### config.mk
export PLATFORM = sky130hd
export DESIGN_NAME = amba3_apb_regfile
export DESIGN_NICKNAME = d
export VERILOG_FILES = /design/src/rtl/amba3_apb_regfile.sv
export SDC_FILE = /design/constraint.sdc
export NUM_CORES = 1
export LEC_CHECK = 0
export BUFFER_PORTS_ARGS = -buffer_cell sky130_fd_sc_hd__buf_4
export CAP_MARGIN = 20
export CORE_AREA = 3 3 449 451
export CTS_CLUSTER_DIAMETER = 30
export DETAILED_ROUTE_END_ITERATION = 7
export DIE_AREA = 0 0 452 454
export SLEW_MARGIN = 40
export SYNTH_ARGS = -nofsm -noshare
export SYNTH_HDL_FRONTEND = slang
export SYNTH_SLANG_ARGS = --single-unit
### constraint.sdc
create_clock -name pclk -period 2.2 [get_ports pclk]
set_input_delay 0.11 -clock pclk [delete_from_list [all_inputs] [get_ports pclk]]
set_output_delay 0.11 -clock pclk [all_outputs]
set_load 0.02 [all_outputs]
### src/rtl/amba3_apb_regfile.sv
// APB (AMBA 3) register bank: NUM_REGS registers, programmable wait states,
// PSLVERR on bad decode or RO writes, and a hardware-side update port for status registers.
module amba3_apb_regfile #(
  parameter int                  ADDR_SIZE   = 32,
  parameter int                  DATA_SIZE   = 32,
  parameter int                  NUM_REGS    = 16,
  parameter int                  BASE_ADDR   = 0,
  parameter int                  WAIT_STATES = 0,
  parameter logic [NUM_REGS-1:0] RO_MASK     = '0
) (
  input  logic                          pclk,
  input  logic                          preset_n,
  input  logic [ADDR_SIZE-1:0]          paddr,
  input  logic                          psel,
  input  logic                          penable,
  input  logic                          pwrite,
  input  logic [DATA_SIZE-1:0]          pwdata,
  output logic                          pready,
  output logic [DATA_SIZE-1:0]          prdata,
  output logic                          pslverr,
  output logic [NUM_REGS*DATA_SIZE-1:0] reg_q,
  input  logic [NUM_REGS-1:0]           hw_we,
  input  logic [NUM_REGS*DATA_SIZE-1:0] hw_wdata,
  output logic [NUM_REGS-1:0]           wr_pulse,
  output logic                          state_dbg
);

  localparam int AL = $clog2(DATA_SIZE / 8);
  localparam int IW = (NUM_REGS > 1) ? $clog2(NUM_REGS) : 1;
  localparam logic [ADDR_SIZE-1:0] BASE  = ADDR_SIZE'(BASE_ADDR);
  localparam logic [ADDR_SIZE-1:0] AMASK = ADDR_SIZE'((1 << AL) - 1);

  typedef enum logic {IDLE, ACCESS} state_t;

  state_t               state, state_n;
  logic [3:0]           cnt, cnt_n;
  logic [DATA_SIZE-1:0] regs [NUM_REGS];
  logic [ADDR_SIZE-1:0] off, idx;
  logic [IW-1:0]        idx_s;
  logic                 in_range, misaligned, ro_hit, err;
  logic                 complete, commit;
  logic [NUM_REGS-1:0]  sel_oh;

  // Address decode; off wraps so addresses below BASE land far out of range.
  always_comb begin
    off        = paddr - BASE;
    idx        = off >> AL;
    idx_s      = idx[IW-1:0];
    misaligned = |(off & AMASK);
    in_range   = (idx < ADDR_SIZE'(NUM_REGS));
    ro_hit     = in_range && RO_MASK[idx_s];
    err        = misaligned || !in_range || (pwrite && ro_hit);
    for (int i = 0; i < NUM_REGS; i++) sel_oh[i] = (idx_s == IW'(i));
  end

  // Handshake: a setup (psel=1, penable=0) at an edge opens ACCESS; the transfer
  // completes at the first edge with psel=penable=1 while pready=1; psel=0 in
  // ACCESS aborts without side effects. pready/pslverr/prdata are valid only together.
  assign pready   = (state == ACCESS) && (cnt == 4'd0);
  assign pslverr  = pready && err;
  assign complete = pready && psel && penable;
  assign commit   = complete && pwrite && !err;
  assign state_dbg = (state == ACCESS);

  always_comb begin
    prdata = '0;
    if (pready && !pwrite && !err) prdata = regs[idx_s];
  end

  always_comb begin
    state_n = state;
    cnt_n   = cnt;
    if (psel && !penable) begin
      state_n = ACCESS;
      cnt_n   = 4'(WAIT_STATES);
    end else if (state == ACCESS) begin
      if (!psel) begin
        state_n = IDLE;
      end else if (penable) begin
        if (cnt != 4'd0) cnt_n = cnt - 4'd1;
        else             state_n = IDLE;
      end
    end
  end

  always_ff @(posedge pclk or negedge preset_n) begin
    if (!preset_n) begin
      state    <= IDLE;
      cnt      <= 4'd0;
      wr_pulse <= '0;
    end else begin
      state    <= state_n;
      cnt      <= cnt_n;
      wr_pulse <= commit ? sel_oh : '0;
    end
  end

  // RO registers take only hardware writes and RW only APB writes, so they never collide.
  always_ff @(posedge pclk or negedge preset_n) begin
    if (!preset_n) begin
      for (int i = 0; i < NUM_REGS; i++) regs[i] <= '0;
    end else begin
      for (int i = 0; i < NUM_REGS; i++) begin
        if (RO_MASK[i] && hw_we[i])   regs[i] <= hw_wdata[i*DATA_SIZE +: DATA_SIZE];
        else if (commit && sel_oh[i]) regs[i] <= pwdata;
      end
    end
  end

  always_comb begin
    for (int i = 0; i < NUM_REGS; i++) reg_q[i*DATA_SIZE +: DATA_SIZE] = regs[i];
  end

endmodule

# == Word-level counts from Yosys, hierarchy flattened ==
# Memory sizes are Yosys's and may differ from the RTL's.
# Cells that the tools add are included.
# totals
reg_bits,533
out_inout_bits,563
rom_bits,16
memories,1
# op_classes
bitwise,1
n_lt_le_gt_ge,3
n_mux,16
eq_ne,15
addsub,1
n_reduce_logical,42
# mem_list
memory,depth,width,rd,rd_clocked_by_memory_dff,write_ports,line_no,text
(name not given),16,1,1,0,0,51,ro_hit = in_range && RO_MASK[idx_s];
# ops
op,n
$bmux W32 S4,1
$mux W32,3
$eq A4 B4 Y1 const B,8
$lt A30 B5 Y1 const B,1
$logic_and A1 B1 Y1,27
$mux W4,5
$eq A4 B3 Y1 const B,4
$mux W16,1
$eq A4 B2 Y1 const B,2
$logic_not A4 Y1,2
$reduce_bool A2 Y1,4
$mux W1,6
$ge A5 B5 Y1 const B,1
$lt A4 B5 Y1 const B,1
$not A4 Y5,1
$eq A4 B1 Y1 const B,1
$logic_not A1 Y1,4
$reduce_and A4 Y1,1
$reduce_bool A4 Y1,1
$sub A4 B1 Y4 const B,1
$logic_or A1 B1 Y1,2
$reduce_or A2 Y1,1

# == Longest topological paths before layout ==
# logic_depth
depth_word,8
depth_mapped,8

# == Worst setup path after synthesis ==
# Ideal clock, no wire load.
# synth_timing
path_type,register -> register
from,reg cnt[0]
to,"reg regs, in the netlist reg_q[162]"
period_less_slack_ps,2303
setup_ps,125
t_arrival_ps,2178
setup_slack_ps,-103
stages_incl_launch_ff,9
path_cell_list,dfrtp_1 -> inv_1 -> ha_1 -> and4bb_2 -> nand4_4 -> buf_6 -> nor3_4 -> buf_6 -> mux2_2
# synth_between
elab_chain_len,7
# synth_lines
item,line_no,text
from (decl),36,"logic [3:0] cnt, cnt_n;"
from (signal assigned),93,cnt <= cnt_n;
$logic_not A4 Y1,59,assign pready = (state == ACCESS) && (cnt == 4'd0);
$logic_and A1 B1 Y1,59,
via pready,18,"output logic pready,"
$logic_and A1 B1 Y1 (2 in series),61,assign complete = pready && psel && penable;
$logic_and A1 B1 Y1 (2 in series),62,assign commit = complete && pwrite && !err;
$logic_and A1 B1 Y1,105,else if (commit && sel_oh[i]) regs[i] <= pwdata;
"to (signal, indexed assignment)",104,if (RO_MASK[i] && hw_we[i]) regs[i] <= hw_wdata[i*DATA_SIZE +: DATA_SIZE];
"to (signal, indexed assignment)",105,
to (decl),37,logic [DATA_SIZE-1:0] regs [NUM_REGS];
# The timed path passes the listed nets, and every way through them passes these cells.
# A chain may end at the register's enable or synchronous reset.

# == Worst setup path in the final report ==
# layout_timing
from,reg cnt[1]
to,out prdata[18]
# layout_between
elab_chain_len,5
# layout_lines
item,line_no,text
$logic_not A4 Y1,59,
$logic_and A1 B1 Y1,59,
$logic_and A1 B1 Y1 (2 in series),67,if (pready && !pwrite && !err) prdata = regs[idx_s];
$mux W32,67,
to (decl),19,"output logic [DATA_SIZE-1:0] prdata,"
# No other way between the ends.

==> out/results.ini <==
[worst_setup_path]
cp_cell_sequence = inv_2 > ha_4 > and4bb_4 > nand4_4 > or3_4 > buf_12 > buf_16 > a21oi_4 > buf_6
crit_family = simple AND/OR/NAND/NOR gates
cpPeakStageDelay_ps = 440
r2r_end = reg_q[55]$_DFFE_PN0P_
cp.required_ps = 2090
cpMaxStageDelayCell = or3_4
critPathCaptureType = primary output
ff2ff_setup_slack_ps = -400
arrival_ps = 2860
path_buf_inv = 4
cp-start-kind = flip-flop
worst-path-max-fanout = 5
setup.worst_path.class = flip-flop to primary output
reg2reg_depth = 13
r2r-start = cnt[1]$_DFFE_PN0P_

[routing]
wirelength_mm = 143.4
drtAntennaViolNets = 0
wire_per_inst_um = 28.12
drtPass1Iterations = 5
num_vias = 19030
drt-initial-drc-count = 1582
via_per_inst = 3.730
drcViolationCount = 0

[synthesis]
synth-xor-area-share_pct = 0.1094
yosysWarnings = 0
netlist_area_sq_um = 24010
synth_top_family_by_area = multiplexers
synth_compound_area_share_pct = 2.731
netlist_instances = 1475
synth-simple-area-share_pct = 2.324
synth_fa_ha_area_share_pct = 0.1042
synth.mux.area_fraction_pct = 36.02
synth.avg_cell_area_sq_um = 16.28
syn_nets = 2074
synth_cell_types = 33
ys_seq_area_share_pct = 55.56
ys_ff_latch = 533

[power_and_ir_drop]
power.density_nw_per_um2 = 767.0
p_clk_share_pct = 65.0
finalPower_w = 0.03132
p_leak_nw = 19.15
switching_share_pct = 23.59
power.internal_w = 0.02393
pwr-share-comb_pct = 3.6
power.switching_w = 0.007391
vdd_drop_max_uv = 634.1
p_seq_share_pct = 31.4

[clock_tree]
h-tree-depth = 4
cts_max_path_buffers = 3
numCtsBuffers = 136
clock_latency_ps = 760
clk_pin_slew_ps = 50
numClockSinks = 533
root_buffer = clkbuf_16
cts_tree = yes

[layout]
layout_commonest_cell = buf_4
nets = 2952
drive_gt1_share_pct = 68.77
final_cell_mix = 672 x buf_4, 533 x dfrtp_1, 271 x mux2_2
n_fill_cell = 20880
final_util_pct = 20.67
syn_to_final_growth_pct = 70.13

[timing]
rsz0062_at_grt = yes
worst_slack_ps = -774.7
finalMaxSlewViolations = 0
tightest_slew_ps = 702.2
final-hold-violation-count = 0
fin_skew_ps = 44.38
finalSetupViolations = 554
min_period_over_period_pct = 135.2
maxSlewHeadroom_pct = 52.76
fmax_mhz = 336.2
fin_crit_ps = 2975

[status]
violations = setup timing
status = finished, violations left

[die]
rows = 163
boundaryPins = 1160
die_y_um = 454
die_area_sq_um = 205200
core_sq_um = 197600
die_w_um = 452
start_util_pct = 12.15

[job]
cap_violations = 0

[min_path]
min_delay_path_depth = 5
worstHoldStart = paddr[3]
min_path_type = primary input to flip-flop
hold_end = wr_pulse[13]$_DFF_PN0_

[global_routing]
grt_usage_pct = 13.17
overflow = 0
antenna_found_initial = 8
grt_pass1_wl_mm = 183.9
grt_pass1_vias = 19700
grt_max_degree = 90

[placement]
post-dp-hpwl_mm = 97.61
place_congestion = 0.8649
io_buffers = 631

[per-layer routing]
metal  wire (um)  vias up  track usage, %
met5          14        -               0
met4        7478        2           6.689
met3       12900      276           4.528
met2       64130     1162           20.09
met1       58910    10180           16.46
li1            -     7413               -
[logic make-up after synthesis]
group | Yosys count
multiplexers | 640
AND/OR/NAND/NOR | 63
buffers and inverters | 136
adder cells (fa/ha/maj) | 2
XOR/XNOR | 3
AO/OA/AOI/OAI | 98
flip-flops | 533
[Yosys cell counts]
master    number  share of area (%)
or3b_2         1              0.036
nor2b_1        5               0.13
nor3_4        10               0.68
and3_1         2              0.052
dfrtp_1      533                 56
nand4_1        5               0.13
mux2_1        82                3.8
nand3_1       13               0.27
nand4_4        1              0.089
mux4_2       128                 12
or3_1          1              0.026
nor2_1         6              0.094
buf_4         10               0.31
and4_1         2              0.073
nor3_2         6               0.25
or2_2          1              0.026
inv_1          2              0.031
and2_1         1              0.026
nor3_1         1              0.021
a22oi_1       64                2.0
buf_6         22                1.0
clkbuf_1      64                1.0
buf_2         34               0.71
buf_1          4              0.063
nor4_1         4               0.10
and4bb_2       1              0.052
a21oi_1       32               0.67
nor4_4         3               0.27
ha_1           2               0.10
a211oi_1       1              0.031
xnor2_1        3               0.11
mux2_2       430                 20
o21a_1         1              0.031
[power by group through the flow]
stage / Sequential, W / Combinational, W / Clock, W
6_report: 0.00984 / 0.00113 / 0.0204
5_1_grt: 0.00983 / 0.00120 / 0.0212
3_5_place_dp: 0.00998 / 0.00105 / 0
2_1_floorplan: 0.00999 / 0.000312 / 0
3_3_place_gp: 0.00998 / 0.00104 / 0
4_1_cts: 0.00984 / 0.00113 / 0.0206
[worst min-delay path, cell delays in order]
cell	delay (ps)
buf_6	140
nor2b_1	100
nand3_1	140
nor3_4	70
buf_12	180
[registers in the layout, summed over array words and instances (netlist names)]
name	count
cnt	4
reg_q	512
state_dbg	1
wr_pulse	16
[layout make-up]
cell class                 count  area [sq um]  share of cell area, %
clock buffer                 180          3839                  9.399
clock inverter                61         919.6                  2.252
tap                         2640          3303                  8.088
sequential                   533         13340                  32.66
inverter                       2         7.507                0.01838
multi-input combinational    806         10950                  26.82
antenna                        5         12.51                0.03064
timing repair buffer         874          8469                  20.74
[worst max-delay path by stage]
stage,cells after the start,from,end,slack (ps)
6_report,9,cnt[1]$_DFFE_PN0P_,prdata[18],-770
5_1_grt,9,cnt[0]$_DFFE_PN0P_,prdata[18],-860
4_1_cts,9,cnt[0]$_DFFE_PN0P_,prdata[19],-860
3_5_place_dp,8,paddr[30],reg_q[343]$_DFFE_PN0P_,-770
3_3_place_gp,8,paddr[1],reg_q[344]$_DFFE_PN0P_,-1790
2_1_floorplan,8,cnt[0]$_DFFE_PN0P_,prdata[10],-30
[what timing repair did]
action,in CTS,in global routing
endpoints found under the setup margin,546,550
setup buffers,41,18
resized for setup,156,206
hold endpoints to repair,1053,0
hold buffers,39,0
gates cloned,24,8
pin swaps,10,8
[through the flow]
step / cell area, sq um / instances / setup WS (ps) / setup TNS (ps) / hold WS [ps]
floorplan: 24050 / 1475 / -34.48 / -1251 / -185.6
global placement: 32950 / 4732 / -1794 / -872620 / 98.66
detailed placement: 32990 / 4735 / -772.4 / -292750 / 102.6
CTS: 39880 / 5079 / -861.3 / -100910 / 48.81
global route: 40830 / 5098 / -864.8 / -218770 / 108.7
finish: 40840 / 5101 / -774.7 / -176760 / 127.6
(Power assumes the default switching activity.)
